--- src/rtl/touch_spi_scan_master.sv ---
// Parametrised SPI mode-0 master for a resistive-touch controller with pen-IRQ driven scan table.
// Define TOUCH_SPI_IRQ_SYNC_EN to pass i_irq/i_sdo through 2-flop synchronisers (needs SCK_DIV>=3).
module touch_spi_scan_master #(
    parameter int CMD_W   = 8,
    parameter int RESP_W  = 16,
    parameter int SCK_DIV = 1,
    parameter int NUM_CH  = 4,
    localparam int CH_W   = (NUM_CH > 1) ? $clog2(NUM_CH) : 1
) (
    input  logic                    clk_1MHz,
    input  logic                    rst_n,
    input  logic                    start,
    input  logic [CMD_W-1:0]        cmd_in,
    input  logic                    scan_en,
    input  logic [NUM_CH*CMD_W-1:0] scan_cmds,
    input  logic                    i_irq,
    input  logic                    i_sdo,
    output logic                    o_cs,
    output logic                    o_sck,
    output logic                    o_sdi,
    output logic                    busy,
    output logic [RESP_W-1:0]       data_out,
    output logic [CH_W-1:0]         data_ch,
    output logic                    data_valid,
    output logic                    scan_done
);
    localparam int DIV_W    = (SCK_DIV > 1) ? $clog2(SCK_DIV) : 1;
    localparam int BITS_MAX = (CMD_W > RESP_W) ? CMD_W : RESP_W;
    localparam int CNT_MAX  = (BITS_MAX > 2 * SCK_DIV) ? BITS_MAX : 2 * SCK_DIV;
    localparam int CNT_W    = $clog2(CNT_MAX);

    localparam logic [DIV_W-1:0] DIV_LAST  = DIV_W'(SCK_DIV - 1);
    localparam logic [CNT_W-1:0] CMD_LAST  = CNT_W'(CMD_W - 1);
    localparam logic [CNT_W-1:0] RESP_LAST = CNT_W'(RESP_W - 1);
    localparam logic [CNT_W-1:0] GAP_LAST  = CNT_W'(2 * SCK_DIV - 1);
    localparam logic [CH_W-1:0]  SLOT_LAST = CH_W'(NUM_CH - 1);

    typedef enum logic [2:0] {StIdle, StSetup, StSend, StGap, StRecv, StDone, StCsGap} state_t;

    state_t            state;
    logic [DIV_W-1:0]  div;
    logic [CNT_W-1:0]  cnt;
    logic [CH_W-1:0]   slot;
    logic              scan_mode;
    logic [CMD_W-1:0]  tx;
    logic [RESP_W-1:0] rx;
    logic              tick;
    logic [CMD_W-1:0]  tx_shift;
    logic [CH_W-1:0]   next_slot;
    logic [CMD_W-1:0]  next_cmd;
    logic              irq_use;
    logic              sdo_use;

`ifdef TOUCH_SPI_IRQ_SYNC_EN
    logic [1:0] irq_sync;
    logic [1:0] sdo_sync;

    always_ff @(posedge clk_1MHz or negedge rst_n) begin
        if (!rst_n) begin
            irq_sync <= 2'b11;
            sdo_sync <= 2'b00;
        end else begin
            irq_sync <= {irq_sync[0], i_irq};
            sdo_sync <= {sdo_sync[0], i_sdo};
        end
    end

    assign irq_use = irq_sync[1];
    assign sdo_use = sdo_sync[1];
`else
    assign irq_use = i_irq;
    assign sdo_use = i_sdo;
`endif

    assign tick      = (div == DIV_LAST);
    assign tx_shift  = tx << 1;
    assign next_slot = slot + CH_W'(1);
    assign next_cmd  = scan_cmds[int'(next_slot) * CMD_W +: CMD_W];

    always_ff @(posedge clk_1MHz or negedge rst_n) begin
        if (!rst_n) begin
            state      <= StIdle;
            div        <= '0;
            cnt        <= '0;
            slot       <= '0;
            scan_mode  <= 1'b0;
            tx         <= '0;
            rx         <= '0;
            o_cs       <= 1'b1;
            o_sck      <= 1'b0;
            o_sdi      <= 1'b0;
            busy       <= 1'b0;
            data_out   <= '0;
            data_ch    <= '0;
            data_valid <= 1'b0;
            scan_done  <= 1'b0;
        end else begin
            data_valid <= 1'b0;
            scan_done  <= 1'b0;
            if (state == StIdle || state == StCsGap || tick) begin
                div <= '0;
            end else begin
                div <= div + DIV_W'(1);
            end

            unique case (state)
                StIdle: begin
                    // start wins over a simultaneous scan request
                    if (start || (scan_en && !irq_use)) begin
                        tx        <= start ? cmd_in : scan_cmds[CMD_W-1:0];
                        o_sdi     <= start ? cmd_in[CMD_W-1] : scan_cmds[CMD_W-1];
                        scan_mode <= !start;
                        slot      <= '0;
                        o_cs      <= 1'b0;
                        busy      <= 1'b1;
                        state     <= StSetup;
                    end
                end
                StSetup: begin
                    if (tick) begin
                        cnt   <= '0;
                        state <= StSend;
                    end
                end
                StSend: begin
                    if (tick) begin
                        if (!o_sck) begin
                            o_sck <= 1'b1;
                        end else begin
                            o_sck <= 1'b0;
                            if (cnt == CMD_LAST) begin
                                o_sdi <= 1'b0;
                                state <= StGap;
                            end else begin
                                cnt   <= cnt + CNT_W'(1);
                                tx    <= tx_shift;
                                o_sdi <= tx_shift[CMD_W-1];
                            end
                        end
                    end
                end
                StGap: begin
                    // swallows the controller's busy bit
                    if (tick) begin
                        cnt   <= '0;
                        state <= StRecv;
                    end
                end
                StRecv: begin
                    if (tick) begin
                        if (!o_sck) begin
                            o_sck <= 1'b1;
                            rx    <= (rx << 1) | RESP_W'(sdo_use);
                        end else begin
                            o_sck <= 1'b0;
                            if (cnt == RESP_LAST) begin
                                state <= StDone;
                            end else begin
                                cnt <= cnt + CNT_W'(1);
                            end
                        end
                    end
                end
                StDone: begin
                    data_out   <= rx;
                    data_ch    <= slot;
                    data_valid <= 1'b1;
                    o_cs       <= 1'b1;
                    if (scan_mode && scan_en && slot != SLOT_LAST) begin
                        cnt   <= '0;
                        state <= StCsGap;
                    end else begin
                        busy      <= 1'b0;
                        scan_done <= scan_mode && scan_en;
                        state     <= StIdle;
                    end
                end
                StCsGap: begin
                    if (cnt == GAP_LAST) begin
                        slot  <= next_slot;
                        tx    <= next_cmd;
                        o_sdi <= next_cmd[CMD_W-1];
                        o_cs  <= 1'b0;
                        state <= StSetup;
                    end else begin
                        cnt <= cnt + CNT_W'(1);
                    end
                end
                default: state <= StIdle;
            endcase
        end
    end
endmodule
--- config.mk ---
export PLATFORM = sky130hd
export DESIGN_NAME = touch_spi_scan_master
export DESIGN_NICKNAME = d
export VERILOG_FILES = /design/src/rtl/touch_spi_scan_master.sv
export SDC_FILE = /design/constraint.sdc
export NUM_CORES = 1
export LEC_CHECK = 0
export ABC_CLOCK_PERIOD_IN_PS = 3100
export BUFFER_PORTS_ARGS = -buffer_cell sky130_fd_sc_hd__buf_4
export CORE_ASPECT_RATIO = 1.75
export CORE_MARGIN = 2
export CORE_UTILIZATION = 58
export DETAILED_ROUTE_END_ITERATION = 8
export PLACE_DENSITY = 0.85
export SLEW_MARGIN = 20
export SYNTH_ARGS = -nofsm -noshare
export SYNTH_HDL_FRONTEND = slang
export SYNTH_SLANG_ARGS = --single-unit
--- constraint.sdc ---
create_clock -name clk_1MHz -period 3.1 [get_ports clk_1MHz]
set_input_delay 0.465 -clock clk_1MHz [delete_from_list [all_inputs] [get_ports clk_1MHz]]
set_output_delay 0.465 -clock clk_1MHz [all_outputs]
set_load 0.03 [all_outputs]
==> results.json <==
{
  "min_path_type": "input port to async pin",
  "ys_top_cells_by_count": "nand2_1, dfrtp_1, mux2_2",
  "vias": 2383,
  "core-area_sq_um": 4980,
  "synth_ff_type": "dfrtp_1",
  "wire_per_inst_microns": 17.3,
  "boundaryPins": 70,
  "viasPerCell": 5.90,
  "critPathMaxFanout": 10,
  "r2r_start": "slot[0]",
  "wl_met3_microns": 338,
  "ant_nets": 0,
  "area_growth_pct": 24.2,
  "tns_ns": 0,
  "path_class": "flop to flop",
  "chipHeight_microns": 99.0,
  "fin_nets": 394,
  "grt_remaining_overflow": 0,
  "status": "finished clean",
  "antenna_found_initial": 0,
  "row_count": 34,
  "drt_iter0_markers": 69,
  "numCtsBuffers": 9,
  "tightest_slew_ns": 0.723,
  "hold_violations": 0,
  "power.density_nw_per_um2": 772,
  "async_flop_share": 1.00,
  "drv_cap": 0,
  "drtPass1Iterations": 4,
  "synth_most_common_cell": "nand2_1",
  "relSlewSlack": 0.518,
  "grt_max_degree": 59,
  "drv_slew": 0,
  "synth.avg_cell_area_sq_um": 10.8,
  "yosysUniqueCellTypes": 43,
  "cts.sinks": 58,
  "grtUsageTotal": 0.261,
  "finalSetupViolations": 0,
  "yosys-top-cells-area": "dfrtp_1, mux2_2, nand2_1, mux4_1, mux2i_1",
  "wl_met1_microns": 2520,
  "cp_data_arrival_time_ns": 2.68,
  "rsz0062_at_grt": "false",
  "max_freq_mhz": 409,
  "clock_path_buffers": 2,
  "route.met2.wl_microns": 4000,
  "postCtsResizedCells": 0,
  "yosysSeqAreaShare": 0.486,
  "synth-seq-cells": 58,
  "cts_setup_buffers": 0,
  "syn_area_sq_um": 2990,
  "endpoint_kind": "flop",
  "dp.cells": 388,
  "final_cells": 404,
  "initial_utilization": 0.601,
  "antennaDiodeCount": 0,
  "cts_hold_buf": 0,
  "multi_input_area_sq_um": 1430,
  "die_area_sq_um": 5770,
  "root_buffer": "clkbuf_8",
  "place_congestion": 0.813,
  "synth_top_cell_by_area": "dfrtp_1",
  "htree_levels": 3,
  "synth_edf_count": 0,
  "ir_drop_uv": 653,
  "port_buffers": 69,
  "synth_top_area_frac": 0.477,
  "syn_nets": 325,
  "fin_skew_ns": 0.00751,
  "clk_pin_slew_ns": 0.07,
  "die_w_microns": 58.3,
  "drc": 0,
  "ys_warn_count": 0,
  "drive_gt1_frac": 0.343,
  "finalCritPeriodShare": 0.789,
  "grt_first_pass_wirelength_microns": 11300,
  "fillers": 350,
  "tritoncts": "done",
  "clk_latency_ns": 0.34,
  "routed.top_layer": "met4",
  "wl_microns": 7000,
  "regArea_sq_um": 1450,
  "netlist_instances": 276,
  "grt_pass1_vias": 2451,
  "start_kind": "flop",
  "dp_hpwl_microns": 4970,
  "required_ns": 3.33,
  "min_period_ns": 2.45,
  "critPathLaunch": "slot[0]",
  "p_leak_nw": 1.83
}
-- final cells by class --
type	count	share of cell area
inverter	7	0.00708
tap	54	0.0182
clock buffer	10	0.0344
timing repair buffer	74	0.150
multi-input combinational	195	0.384
sequential	58	0.391
clock inverter	6	0.0155
-- placed cells by master, fill, tap and decap left out, types with 2 or more instances in the layout --
| cell type | Yosys | routed |
|---|---|---|
| a211oi_1 | 2 | 2 |
| clkinv_1 | 2 | 2 |
| a22oi_1 | 7 | 7 |
| nand2_1 | 68 | 68 |
| nor2b_1 | 5 | 5 |
| mux2i_1 | 10 | 10 |
| nand3b_1 | 5 | 5 |
| dfrtp_1 | 57 | 57 |
| clkinv_2 | 0 | 4 |
| buf_4 | 0 | 74 |
| o21ai_0 | 15 | 15 |
| mux4_1 | 7 | 7 |
| nor3_1 | 4 | 4 |
| clkbuf_8 | 0 | 9 |
| ha_1 | 3 | 3 |
| mux2_2 | 23 | 23 |
| a21oi_1 | 11 | 11 |
| inv_1 | 5 | 5 |
| nand2b_1 | 2 | 2 |
| nor2_1 | 5 | 5 |
| nand3_1 | 8 | 8 |
-- path summary, 6_finish.rpt --
path	endpoint	slack, ns	cells past startpoint
setup / recovery	o_sdi	0.65	5
min in group clk_1MHz	rx[0]	0.36	2
max in group asynchronous	rx[10]	2.44	1
hold / removal	data_out[0]	0.18	1
setup reg to reg	o_sdi	0.65	5
hold reg to reg	data_out[15]	0.48	2
-- flip-flops by register name, summed over array words and instances (netlist names), 2 cells and up --
signal / flops
cnt: 4
data_ch: 2
data_out: 16
rx: 16
slot: 2
state: 3
tx: 7
-- cell families after synthesis --
family | Yosys count | synth area share
other | 1 | 0.00125
AND/OR/NAND/NOR | 103 | 0.162
AO/OA/AOI/OAI | 44 | 0.102
multiplexers | 42 | 0.193
buffers and inverters | 23 | 0.0368
flip-flops | 58 | 0.486
adder cells (fa/ha/maj) | 3 | 0.0126
XOR/XNOR | 2 | 0.00586
-- worst max-delay path: stages, from the launching register on --
cell	delay (ns)
dfrtp_1	0.53
ha_1	0.64
mux4_2	0.57
a221oi_2	0.28
a21oi_1	0.06
mux2_2	0.26
-- report_power, final --
group / switching, mW / leakage [nW] / total, mW / internal, mW
Clock: 0.307 / 0.0958 / 0.672 / 0.365
Combinational: 0.565 / 0.976 / 1.05 / 0.488
Sequential: 0.206 / 0.757 / 1.14 / 0.935
-- routing by layer --
layer,vias up,GRT usage
li1,1118,-
met1,1180,0.284
met2,73,0.468
met3,12,0.0459
met4,0,0.132
met5,-,0
-- per-stage QoR --
stage | power [mW] | util | hold slack (ns) | cell area [sq um] | worst slack, ns
floorplan | 1.90 | - | 0.169 | 2990 | 1.14
global placement | 2.15 | 0.709 | 0.462 | 3530 | 0.744
detailed placement | 2.20 | 0.709 | 0.463 | 3530 | 0.682
CTS | 2.87 | 0.746 | 0.203 | 3710 | 0.670
global route | 3.02 | 0.746 | 0.248 | 3710 | 0.572
finish | 2.87 | 0.746 | 0.176 | 3710 | 0.653
No activity file was read; power rests on OpenSTA's default activity.
